`config.mk`:
```
export PLATFORM = sky130hd
export DESIGN_NAME = instr_prefetch_queue
export DESIGN_NICKNAME = d
export VERILOG_FILES = /design/src/rtl/cpu10_pkg.sv /design/src/rtl/iq_fifo.sv /design/src/rtl/instr_prefetch_queue.sv
export SDC_FILE = /design/constraint.sdc
export NUM_CORES = 1
export LEC_CHECK = 0
export CORE_MARGIN = 5
export CORE_UTILIZATION = 55
export DETAILED_ROUTE_END_ITERATION = 12
export GPL_TIMING_DRIVEN = 0
export HOLD_SLACK_MARGIN = 0.08
export PLACE_DENSITY = 0.9
export SLEW_MARGIN = 5
export SYNTH_ARGS = -nofsm -noshare
export SYNTH_HDL_FRONTEND = slang
export SYNTH_SLANG_ARGS = --single-unit
```
`constraint.sdc`:
```
create_clock -name clk -period 4.9 [get_ports clk]
set_input_delay 1.225 -clock clk [delete_from_list [all_inputs] [get_ports clk]]
set_output_delay 1.225 -clock clk [all_outputs]
set_load 0.05 [all_outputs]
```
`src/rtl/cpu10_pkg.sv`:
```
// -----------------------------------------------------------------------------
// cpu10_pkg
//
// Shared widths and types for the 10-bit CPU. Fetch, decode and execute all
// agree on these, so the prefetch queue takes its parameter defaults from here.
//
// Contents:
//   ADDR_W     - PC / instruction ROM address width
//   INSTR_W    - instruction word width
//   RESET_PC   - first fetch address after reset
//   IQ_DEPTH   - default prefetch queue depth (power of two, >= 2)
//   iq_entry_t - one prefetch queue entry: {instr, pc}
// -----------------------------------------------------------------------------
package cpu10_pkg;

   localparam int                ADDR_W   = 10;
   localparam int                INSTR_W  = 10;
   localparam logic [ADDR_W-1:0] RESET_PC = 10'd0;
   localparam int                IQ_DEPTH = 4;

   // Instruction together with the PC it was fetched from. The instruction
   // occupies the upper bits so a flat {instr, pc} vector has the same layout.
   typedef struct packed {
      logic [INSTR_W-1:0] instr;
      logic [ADDR_W-1:0]  pc;
   } iq_entry_t;

endpackage

```
`src/rtl/iq_fifo.sv`:
```
// -----------------------------------------------------------------------------
// iq_fifo
//
// Synchronous FIFO used as the instruction queue of the prefetch stage.
// Storage is a small register array; the head entry is read combinationally
// so the consumer sees it in the same cycle it becomes valid.
//
// Ports:
//   clk        in   clock, all state updates on the rising edge
//   rst        in   synchronous active-high reset; clears pointers, count and
//                   the storage itself (so an invalid head reads as 0)
//   flush      in   drop every entry this cycle; wins over push and pop
//   push       in   write push_data at the tail
//   push_data  in   entry to write
//   pop        in   advance the head (ignored while empty)
//   head       out  entry at the head (meaningless while count == 0)
//   count      out  number of entries held, 0..DEPTH
//
// Parameters:
//   W      entry width
//   DEPTH  number of entries; must be a power of two and at least 2 so the
//          pointers can wrap naturally at their bit width
// -----------------------------------------------------------------------------
module iq_fifo #(
   parameter  int W     = 20,
   parameter  int DEPTH = 4,
   localparam int PTR_W = $clog2(DEPTH),
   localparam int CNT_W = PTR_W + 1
) (
   input  logic             clk,
   input  logic             rst,
   input  logic             flush,
   input  logic             push,
   input  logic [W-1:0]     push_data,
   input  logic             pop,
   output logic [W-1:0]     head,
   output logic [CNT_W-1:0] count
);

   logic [W-1:0]     mem [DEPTH];
   logic [PTR_W-1:0] rd_ptr;
   logic [PTR_W-1:0] wr_ptr;
   logic [CNT_W-1:0] cnt;
   logic             full;
   logic             empty;
   logic             do_pop;

   assign full   = (cnt == CNT_W'(DEPTH));
   assign empty  = (cnt == '0);
   assign do_pop = pop && !empty;

   assign head  = mem[rd_ptr];
   assign count = cnt;

   always_ff @(posedge clk) begin
      if (rst) begin
         rd_ptr <= '0;
         wr_ptr <= '0;
         cnt    <= '0;
         for (int i = 0; i < DEPTH; i++) begin
            mem[i] <= '0;
         end
      end else if (flush) begin
         // Storage is left as-is: stale words are unreachable once count is 0.
         rd_ptr <= '0;
         wr_ptr <= '0;
         cnt    <= '0;
      end else begin
         if (push) begin
            mem[wr_ptr] <= push_data;
            wr_ptr      <= wr_ptr + PTR_W'(1);
         end
         if (do_pop) begin
            rd_ptr <= rd_ptr + PTR_W'(1);
         end
         case ({push, do_pop})
            2'b10:   cnt <= cnt + CNT_W'(1);
            2'b01:   cnt <= cnt - CNT_W'(1);
            default: cnt <= cnt;
         endcase
      end
   end

   // The producer's credit scheme must never let a push land on a full queue.
   a_no_push_when_full: assert property (
      @(posedge clk) disable iff (rst) !(push && !flush && full)
   );

endmodule

```
`src/rtl/instr_prefetch_queue.sv`:
```
// -----------------------------------------------------------------------------
// instr_prefetch_queue
//
// Prefetch stage of the 10-bit CPU. Owns the fetch PC, issues reads to the
// synchronous instruction ROM (data returns one cycle after the request) and
// buffers returned {instr, pc} pairs in iq_fifo for decode/execute.
//
// Ports:
//   clk          in   clock
//   rst          in   synchronous active-high reset
//   halt         in   level; blocks new ROM requests only
//   redirect     in   one-cycle pulse from execute (taken branch / jump)
//   redirect_pc  in   target PC, valid with redirect
//   rom_req      out  ROM read enable this cycle
//   rom_addr     out  ROM read address
//   rom_data     in   ROM read data, one cycle after rom_req
//   instr_valid  out  queue head is valid
//   instr_out    out  instruction at the head
//   instr_pc     out  PC of instr_out
//   instr_ready  in   consumer takes the head this cycle
//   occupancy    out  entries currently queued
//
// Handshake: the head transfers on a cycle where instr_valid && instr_ready
// are both high at the rising edge, except in a redirect cycle, where the
// queue is flushed and the transfer does not happen (the consumer must
// discard it). instr_valid never depends on instr_ready.
//
// Credits: a request is only issued when the entries that will be left after
// this cycle's pop, plus the response still in flight, leave room for one
// more. That bounds queued + in-flight at DEPTH, so a returning response
// always finds a free slot and no response ever has to be dropped for space.
// -----------------------------------------------------------------------------
module instr_prefetch_queue #(
   parameter int                ADDR_W   = cpu10_pkg::ADDR_W,
   parameter int                INSTR_W  = cpu10_pkg::INSTR_W,
   parameter int                DEPTH    = cpu10_pkg::IQ_DEPTH,
   parameter logic [ADDR_W-1:0] RESET_PC = cpu10_pkg::RESET_PC
) (
   input  logic                     clk,
   input  logic                     rst,
   input  logic                     halt,
   input  logic                     redirect,
   input  logic [ADDR_W-1:0]        redirect_pc,
   output logic                     rom_req,
   output logic [ADDR_W-1:0]        rom_addr,
   input  logic [INSTR_W-1:0]       rom_data,
   output logic                     instr_valid,
   output logic [INSTR_W-1:0]       instr_out,
   output logic [ADDR_W-1:0]        instr_pc,
   input  logic                     instr_ready,
   output logic [$clog2(DEPTH):0]   occupancy
);

   localparam int CNT_W = $clog2(DEPTH) + 1;
   localparam int EW    = INSTR_W + ADDR_W;

   // Fetch-side state
   logic [ADDR_W-1:0] fpc;
   logic              inflight;
   logic [ADDR_W-1:0] inflight_pc;

   // Queue interface
   logic [CNT_W-1:0]  fifo_count;
   logic [EW-1:0]     fifo_head;
   logic              push;
   logic              pop;

   // Credit computation
   logic [CNT_W-1:0]  count_eff;
   logic              inflight_eff;
   logic [CNT_W:0]    credit_used;

   // ---------------------------------------------------------------------
   // Consumer side
   // ---------------------------------------------------------------------
   // Outputs are forced quiet while rst is high so the reset cycle itself
   // presents an empty, idle stage even before the first reset edge.
   assign instr_valid = !rst && (fifo_count != '0);
   assign instr_out   = fifo_head[EW-1:ADDR_W];
   assign instr_pc    = fifo_head[ADDR_W-1:0];
   assign occupancy   = rst ? '0 : fifo_count;

   // A redirect flushes the queue, so a same-cycle handshake is void.
   assign pop  = instr_valid && instr_ready && !redirect;

   // The in-flight response belongs to the old path when redirecting.
   assign push = inflight && !redirect;

   // ---------------------------------------------------------------------
   // Issue / credit logic
   // ---------------------------------------------------------------------
   always_comb begin
      count_eff    = '0;
      inflight_eff = 1'b0;
      if (!redirect) begin
         count_eff    = fifo_count - CNT_W'(pop);
         inflight_eff = inflight;
      end
   end

   assign credit_used = {1'b0, count_eff} + (CNT_W + 1)'(inflight_eff);

   assign rom_req  = !rst && !halt && (credit_used < (CNT_W + 1)'(DEPTH));
   assign rom_addr = redirect ? redirect_pc : fpc;

   // ---------------------------------------------------------------------
   // Fetch PC and in-flight tracking
   // ---------------------------------------------------------------------
   always_ff @(posedge clk) begin
      if (rst) begin
         fpc         <= RESET_PC;
         inflight    <= 1'b0;
         inflight_pc <= '0;
      end else begin
         inflight <= rom_req;
         if (rom_req) begin
            inflight_pc <= rom_addr;
            fpc         <= rom_addr + ADDR_W'(1);   // wraps at 2^ADDR_W
         end else if (redirect) begin
            // Halted redirect: remember the target so issue resumes there.
            fpc <= redirect_pc;
         end
      end
   end

   // ---------------------------------------------------------------------
   // Instruction queue
   // ---------------------------------------------------------------------
   iq_fifo #(
      .W     (EW),
      .DEPTH (DEPTH)
   ) u_iq_fifo (
      .clk       (clk),
      .rst       (rst),
      .flush     (redirect),
      .push      (push),
      .push_data ({rom_data, inflight_pc}),
      .pop       (pop),
      .head      (fifo_head),
      .count     (fifo_count)
   );

endmodule
```
==> results.py <==
metrics = {
    "synth": {
        "syn_area_um2": 4880,
        "ys_types": 47,
        "synth_flop_cell": "edfxtp_1",
        "ys_seq_area_frac": 0.616,
        "syn_nets": 414,
        "synth_edf_count": 80,
        "synthCells": 384,
        "ys_warn_count": 0,
        "synth_seq_cells": 110,
        "avgSynthCellArea_um2": 12.7,
        "ys_async_sr_fraction": 0,
    },
    "global_route": {
        "gr-total-overflow": 0,
        "grt_max_degree": 21,
        "antenna_found_initial": 0,
        "grt_pass1_wl_um": 16900,
        "grtUsageMet3": 0.0354,
        "grt_use_met2": 0.341,
        "use_met1": 0.243,
        "busiest_layer": "met2",
        "grt_usage": 0.196,
        "grt_pass1_vias": 3443,
    },
    "drt": {
        "drtAntennaViolNets": 0,
        "drt_iter0_markers": 173,
        "drcViolationCount": 0,
        "dr_total_vias": 3230,
        "drtPass1Iterations": 4,
        "drt_wl_total_um": 10400,
        "detail_route.wl_per_cell_um": 18.3,
        "viasPerCell": 5.68,
    },
    "worst_setup_path": {
        "path_cells": "clkdlybuf4s50_1, buf_6, buf_6, nand2b_4, nor3_4, ha_1, ha_1, or2_1, o221ai_4, inv_6, buf_4",
        "rr_worst_depth": 10,
        "arrival_ns": 3.57,
        "cp_max_fo": 17,
        "rrSetupSlack_ns": 2.13,
        "path_class": "in2out",
        "required_ns": 3.67,
        "max_stage_delay_ns": 0.50,
        "critPathSlowestCell": "clkdlybuf4s50_1",
        "start_kind": "input pin",
        "end_kind": "primary output",
    },
    "place": {
        "dp_hpwl_um": 7450,
        "place.port_buffers": 58,
        "gp_congestion": 0.837,
        "dp_slack_ns": -0.747,
    },
    "die": {
        "ioPinCount": 60,
        "core_um2": 8680,
        "die_h_um": 104,
        "initial_core_util": 0.562,
        "rows": 34,
        "die_area_um2": 10800,
        "die_x_um": 104,
    },
    "hold_path": {
        "hold_path_depth": 2,
        "hold_class": "reg2reg",
    },
    "clock_tree": {
        "clock_sinks": 110,
        "holdBufCountCts": 0,
        "htreeDepth": 3,
        "root_buffer": "clkbuf_8",
        "cts_tree": "yes",
        "path_clk_slew_ns": 0.09,
        "clock_path_buffers": 2,
        "cts_inserted_buffers": 9,
        "clock_latency_ns": 0.36,
    },
    "sta": {
        "slew_headroom": 0.268,
        "hold_violations": 0,
        "slew_viol_final": 0,
        "worst_pin_slew_ns": 1.09,
        "timing.fmax_ghz": 0.209,
        "fin_crit_sh": 0.978,
        "finClkSkew_ns": 0.0133,
        "setup_violations": 0,
        "setup_ws_ns": 0.108,
        "period_minus_slack_ns": 4.79,
    },
    "final_layout": {
        "fin_nets": 486,
        "final.fill_count": 669,
        "diodes": 0,
        "drive_gt1_frac": 0.141,
        "final_util": 0.675,
        "area_delta_synth_final_pct": 20.1,
    },
    "flow_run": {
        "cap_violations": 0,
    },
    "outcome": {
        "status": "complete, no violations",
    },
    "power_and_ir_drop": {
        "peakVddDrop_uv": 182,
        "p_per_area_nw_per_um2": 312,
        "leakage_nw": 2.19,
    },
}
## placed cells by master (no fill, tap or decap), types with 3 or more instances in the layout
| master | instances |
|---|---|
| a211oi_1 | 3 |
| a21oi_1 | 7 |
| a31o_1 | 3 |
| and2_1 | 10 |
| and3_1 | 8 |
| buf_2 | 4 |
| buf_4 | 3 |
| buf_6 | 3 |
| clkbuf_1 | 13 |
| clkbuf_8 | 9 |
| clkdlybuf4s50_1 | 57 |
| dfxtp_1 | 30 |
| edfxtp_1 | 80 |
| ha_1 | 4 |
| inv_1 | 22 |
| mux2_1 | 3 |
| mux2_2 | 3 |
| mux2i_1 | 5 |
| mux4_2 | 20 |
| nand2_1 | 25 |
| nand2b_1 | 11 |
| nand4_1 | 6 |
| nor2_1 | 72 |
| nor3_1 | 5 |
| o21ai_1 | 6 |
| or2_2 | 5 |
| xnor2_1 | 5 |
| xor2_1 | 3 |
## routing by layer
metal  routed length (um)  part of all wire
met1                 4200              0.40
met2                 5290              0.51
met3                  721             0.069
met4                  199             0.019
met5                    0                 0
## state kept, by name, summed over array words and instances (netlist names), named ones only
signal and count:
fpc 10, inflight 1, inflight_pc 10, u_iq_fifo.count 3
u_iq_fifo.mem 80, u_iq_fifo.rd_ptr 2, u_iq_fifo.wr_ptr 2
## logic make-up after synthesis
kind of cell	count (synthesis)	synth area share
simple gates	155	0.151
fa+ha+maj	5	0.0144
flops	110	0.616
buf+inv	45	0.0398
mux	33	0.122
compound gates	28	0.0418
xor+xnor	8	0.0144
## worst max-delay path: cells and delay by family
kind | cells | cell delay [ns]
fa+ha+maj | 2 | 0.48
simple gates | 3 | 0.47
compound gates | 1 | 0.29
buf+inv | 5 | 1.10
## layout make-up
class | instances | area, um2 | share of cell area
flip-flops and latches | 110 | 3000 | 0.513
multi-input cells | 229 | 1700 | 0.290
repair buffers | 62 | 623 | 0.106
well taps | 108 | 135 | 0.0231
clock buffers | 9 | 124 | 0.0212
plain buffers | 21 | 106 | 0.0182
inverters | 23 | 91.3 | 0.0156
clock inverters | 7 | 72.6 | 0.0124
## synth_stat cells, types with 2 or more instances
| cell type | count | share of area |
|---|---|---|
| ha_1 | 4 | 0.010 |
| dfxtp_1 | 30 | 0.12 |
| a21oi_1 | 7 | 0.0072 |
| nand2b_1 | 12 | 0.015 |
| nand2_1 | 25 | 0.019 |
| edfxtp_1 | 80 | 0.49 |
| o21ai_0 | 2 | 0.0021 |
| mux2_1 | 3 | 0.0069 |
| nand4_1 | 6 | 0.0077 |
| buf_2 | 5 | 0.0051 |
| mux4_2 | 20 | 0.092 |
| o21ai_1 | 6 | 0.0062 |
| or2_2 | 5 | 0.0064 |
| nor3_1 | 5 | 0.0051 |
| clkbuf_1 | 13 | 0.010 |
| and2_1 | 10 | 0.013 |
| xor2_1 | 3 | 0.0054 |
| mux2_2 | 3 | 0.0069 |
| nand4b_1 | 2 | 0.0036 |
| and3_1 | 8 | 0.010 |
| nand3_1 | 2 | 0.0021 |
| nor2_1 | 72 | 0.055 |
| mux2i_1 | 5 | 0.010 |
| a211oi_1 | 3 | 0.0046 |
| nor2b_1 | 2 | 0.0026 |
| buf_6 | 2 | 0.0046 |
| inv_1 | 22 | 0.017 |
| a31o_1 | 3 | 0.0054 |
| o21bai_1 | 2 | 0.0031 |
| xnor2_1 | 5 | 0.0090 |
## final timing paths
path | from | end
max | redirect | rom_req
min | u_iq_fifo.count[1] | u_iq_fifo.count[1]
max reg2reg | u_iq_fifo.count[2] | fpc[4]
min reg2reg | u_iq_fifo.count[1] | u_iq_fifo.count[1]
## per-stage QoR
stage / instances / power, mW / instance area, um2 / TNS (ns) / hold WS [ns]
6_report: 569 / 1.83 / 5860 / 0 / 0.536
5_1_grt: 569 / 1.89 / 5860 / -0.000723 / 0.556
4_1_cts: 567 / 1.83 / 5830 / 0 / 0.539
3_5_place_dp: 552 / 1.30 / 5630 / -0.747 / 0.508
3_3_place_gp: 550 / 1.29 / 5590 / -0.731 / 0.500
2_1_floorplan: 384 / 1.21 / 4880 / 0 / 0.477
## timing repair
item / CTS / global route
setup endpoints to repair: 1 / 1
resized for setup: 8 / 4
setup buffers: 0 / 2
pin swaps: 0 / 1
## report_power, final
group / total, mW / internal, mW / switching, mW
clock network: 0.542 / 0.238 / 0.305
registers: 1.05 / 1.04 / 0.0155
logic: 0.231 / 0.0872 / 0.144
total: 1.83 / 1.36 / 0.464
No activity file was read; power rests on OpenSTA's default activity.
==> variant 1, RTL diff (same flow settings) <==
Change the package constant `INSTR_W` from 10 to 5.
--- a/src/rtl/cpu10_pkg.sv
+++ b/src/rtl/cpu10_pkg.sv
@@ -14,7 +14,7 @@
 package cpu10_pkg;
 
    localparam int                ADDR_W   = 10;
-   localparam int                INSTR_W  = 10;
+   localparam int                INSTR_W  = 5;
    localparam logic [ADDR_W-1:0] RESET_PC = 10'd0;
    localparam int                IQ_DEPTH = 4;
 
Ports: changed (resized instr_out and rom_data); port bits go from 60 to 50. No check against the original RTL was run, so the function may have changed too.
==> variant 1 against the original RTL <==
- worst setup slack improved by 0.12 ns
- design area fell by 16%
- wire length fell by 19%
- highest routed layer unchanged
- synthesized cell count fell by 14%
- area after synthesis fell by 17%
- global-route usage rose by 0.48 points
- sequential cell count fell by 20
- power fell by 15%
- critical endpoint unchanged
==> variant 1: results (changes against the original RTL) <==
[outcome]
status = finished, final reports clean

[route]
met2_length_mm = 4.180  ; -21%
drt-wirelength-per-cell_um = 16.99  ; -7.1%
drtIter0Drc = 245  ; +42%
wl_met3_um = 580  ; -20%

[placed_design]
hpwl_mm = 5.808  ; -22%
placed_cells = 479  ; -13%
gp_congestion = 0.8746  ; +4.5%
portBuffers = 48  ; -17%
placed_cell_area_mm2 = 0.004658  ; -17%

[yosys]
synth.mux.area_fraction = 0.1147  ; -0.007683
syn_nets = 357  ; -14%
synthTopCellsByArea = edfxtp_1, dfxtp_1, mux4_2
synth_compound_area_frac = 0.05349  ; +0.01167
synth.distinct_cells = 48  ; +2.1%
synthAdderAreaFrac = 0.01732  ; +0.002946
yosys.area_share.xor_xnor = 0.01732  ; +0.002946
yosys-top-cells-count = edfxtp_1, nor2_1, dfxtp_1, inv_1, nand2_1
synth_edf_count = 60  ; -25%
seq_area_frac_synth = 0.5937  ; -0.02217

[setup_path]
rr_endpoint = fpc[8]
cp.arrival_ns = 3.44  ; -0.13 ns
cpPeakStageDelay_ns = 0.55  ; +0.05 ns
r2r_slack_ns = 2.15  ; +0.02 ns
slowest_stage = or4b_4
worst-path-max-fanout = 19  ; +2

[finish]
final_util = 0.6786  ; +0.003893
final_cells = 498  ; -12%
drive_above_1_share = 0.1504  ; +0.009378
nNetsFinal = 419  ; -14%

[pwr]
internal-power_mw = 1.149  ; -16%
seq_power_uw = 854  ; -19%
powerClk_uw = 500  ; -7.7%
p_leak_nw = 1.891  ; -14%
ir_drop_mv = 0.1591  ; -13%

[grt]
track_usage = 0.2008  ; +0.004777
use_met3 = 0.03597  ; +0.0005838
gr-usage-met2 = 0.3225  ; -0.01809
grt_start_max_net_pins = 20  ; -4.8%
grt_pass1_wl_mm = 13.88  ; -18%
grt_pass1_vias = 2890  ; -16%
use_met1 = 0.2694  ; +0.02672

[sta]
relSlewSlack = 0.2315  ; -0.03654
fin_hold_ws_ns = 0.5365  ; +0.0009330 ns
clock_skew_ns = 0.009505  ; -0.003793 ns

[hold_path]
hold_start = u_iq_fifo.rd_ptr[1]
hold_end = u_iq_fifo.rd_ptr[1]

[clocking]
cts_root_buf = clkbuf_8

[variant 1: cell count changes after synthesis, sizes merged, moves of 3 or more]
| cell | before | now |
|---|---|---|
| a31o | 3 | 0 |
| mux4 | 20 | 15 |
| nor2 | 72 | 59 |
| nand4 | 6 | 1 |
| nor3 | 6 | 11 |
| inv | 23 | 19 |
| nand2 | 25 | 18 |
| edfxtp | 80 | 60 |
[variant 1: layout make-up]
class                           count  area [µm²]
Clock buffer                        9       123.9
Tap cell                           99       123.9
Inverter                           19       73.82
Fill cell                         534        2318
Buffer                             17       82.58
Sequential cell                    90        2402
Timing Repair Buffer               52       506.7
Multi-Input combinational cell    205        1515
Clock inverter                      7       67.56
[variant 1: timing repair]
| action | CTS | global route |
|---|---|---|
| buffers inserted | 4 | 0 |
| gates resized for setup | 14 | 2 |
| pin swaps | 2 | 1 |
| setup endpoints to repair | 1 | 1 |
| hold buffers | 0 | 0 |
[variant 1: worst reg2reg max path, delay by kind of cell (launching register included)]
kind / cells / cell delay [ns]
buffers and inverters: 2 / 0.24
DFF: 1 / 0.37
adders and majority gates: 2 / 0.49
and+or+nand+nor: 3 / 1.11
AOI/OAI and AO/OA: 3 / 0.49
[variant 1: kinds of logic after synthesis]
group,count (synthesis)
AOI/OAI and AO/OA,29
xor gates and xnor gates,8
adders and majority gates,5
buffers and inverters,37
DFF,90
muxes,27
and+or+nand+nor,136
[variant 1: worst max path at each step]
| stage | to | slack, ns | depth (start not counted) |
|---|---|---|---|
| floorplan | rom_req | 0.28 | 10 |
| global placement | rom_req | -1.20 | 12 |
| detailed placement | rom_req | -1.26 | 12 |
| CTS | rom_req | 0.13 | 11 |
| global route | rom_req | 0.15 | 10 |
| finish | rom_req | 0.23 | 10 |
==> variant 2, RTL diff (config.mk and constraints unchanged) <==
Made on the original files. Make the reset (`rst`) asynchronous in 2 clocked blocks. Comments in the files are not updated.
--- a/src/rtl/iq_fifo.sv
+++ b/src/rtl/iq_fifo.sv
@@ -52,7 +52,7 @@
    assign head  = mem[rd_ptr];
    assign count = cnt;
 
-   always_ff @(posedge clk) begin
+   always_ff @(posedge clk or posedge rst) begin
       if (rst) begin
          rd_ptr <= '0;
          wr_ptr <= '0;
--- a/src/rtl/instr_prefetch_queue.sv
+++ b/src/rtl/instr_prefetch_queue.sv
@@ -106,7 +106,7 @@
    // ---------------------------------------------------------------------
    // Fetch PC and in-flight tracking
    // ---------------------------------------------------------------------
-   always_ff @(posedge clk) begin
+   always_ff @(posedge clk or posedge rst) begin
       if (rst) begin
          fpc         <= RESET_PC;
          inflight    <= 1'b0;
Behaviour: differs if rst is asserted again (counterexample within 4 cycles, from zero or initial values and one cycle with rst high); with rst held inactive, the same outputs for 4 cycles.
==> variant 2 against the original RTL <==
- area after synthesis grew 3.3%
- count of clock-buffer cells in the layout grew 1
- critical path depth is the same
- wire length shrank 3.3%
- worst setup slack lost 0.016 ns
- design area grew 2.9%
- non-clock buffer count shrank 2
- first-iteration DRC count shrank 40%
- core utilization shrank 1.0 points
- sequential cell count shrank 2
Power is not compared: it rests on default switching activity, and its combinational part moved more than twofold at a synthesized area within 25%.
==> variant 2: results (changes against the original RTL) <==
[finish]
drive_above_1_share = 0.3465  ; +0.2055
n_fill_cell = 665  ; -0.60%
nNetsFinal = 458  ; -5.8%
final_util = 0.6646  ; -0.01014

[setup_path]
r2r_slack_ns = 2.08  ; -0.05 ns
rr_worst_depth = 12  ; +2
reg2reg_from = u_iq_fifo.count[0]
worst-path-max-fanout = 19  ; +2
cp.arrival_ns = 3.58  ; about the same

[placed_design]
hpwl_mm = 7.299  ; -2.0%
gp_congestion = 0.8748  ; +4.6%
portBuffers = 59  ; +1.7%
pre_cts_slack_ns = -1.046  ; -0.2993 ns

[route]
drtIter0Drc = 103  ; -40%
vias_per_cell = 5.678  ; about the same

[grt]
use_met3 = 0.04532  ; +0.009934
use_met1 = 0.2440  ; +0.001319
grt_pass1_wl_mm = 17.19  ; +1.8%
gr-usage-met2 = 0.3333  ; -0.007286
grt_pass1_vias = 3467  ; +0.70%
track_usage = 0.1948  ; -0.001166

[yosys]
syn_nets = 385  ; -7.0%
synthAdderAreaFrac = 0.02136  ; +0.006991
synth.distinct_cells = 37  ; -21%
synthTopCellsByArea = dfrtp_1, mux2_2, mux4_2
yosys-top-cells-count = dfrtp_1, mux2_2, mux4_2, nand2_1, inv_1

[hold_path]
hold_end = u_iq_fifo.mem[37]
whs_path_depth = 1  ; -1

[sta]
worst_slew_pin_slew_ns = 0.6767  ; -0.4128 ns

[outcome]
status = finished, final reports clean

## variant 2: worst max-delay path, cell delays in order
cell and delay (ns):
clkdlybuf4s50_1 0.49, buf_6 0.13, buf_12 0.15, nor2_1 0.07
ha_1 0.19, ha_1 0.26, or4b_1 0.56, o211ai_4 0.12
buf_6 0.13, inv_2 0.04, clkbuf_4 0.20
## variant 2: kinds of logic (layout without fill, tap and decap cells)
kind of cell,after synthesis,after routing
flip-flops,108,108
XOR/XNOR,14,14
AND/OR/NAND/NOR,56,56
buffers and inverters,35,113
multiplexers,112,112
adder cells (fa/ha/maj),8,8
AO/OA/AOI/OAI,19,19
## variant 2: metrics by stage
stage	hold slack [ns]	power [mW]	cells
after floorplan	0.4739	1.790	352
after global placement	0.4813	2.015	522
after detailed placement	0.4907	2.065	523
after CTS	0.5135	2.593	539
after global routing	0.5192	2.706	541
final	0.5094	2.579	541
## variant 2: power breakdown
group	total, mW	switching (mW)	internal [mW]
clock	0.535	0.298	0.237
sequential	1.18	0.110	1.07
combinational	0.866	0.480	0.387
## variant 2: how the worst max path moves through the flow
stage	from	endpoint	slack (ns)
finish	redirect	rom_req	0.09
global route	redirect	rom_req	0.02
CTS	redirect	rom_req	0.02
detailed placement	redirect	rom_req	-1.05
global placement	redirect	rom_req	-1.00
floorplan	redirect	rom_req	0.41
## variant 2: cell type report
class / instances / area share
Buffer: 18 / 0.02056
Clock buffer: 10 / 0.02118
Clock inverter: 6 / 0.01059
Inverter: 16 / 0.01038
Multi-Input combinational cell: 209 / 0.3599
Sequential cell: 108 / 0.4486
Tap cell: 111 / 0.02305
Timing Repair Buffer: 63 / 0.1057
## variant 2: repair_timing
item / 4_1_cts / 5_1_grt
buffers inserted: 1 / 2
resized for setup: 9 / 2
hold endpoints to repair: 0 / 0
pin swaps: 0 / 1
setup endpoints to repair: 1 / 1
## variant 2: routing by layer
layer / wire length (µm) / share of wire
met1: 4337 / 0.43
met2: 5182 / 0.51
met3: 371 / 0.037
met4: 172 / 0.017
met5: 0 / 0
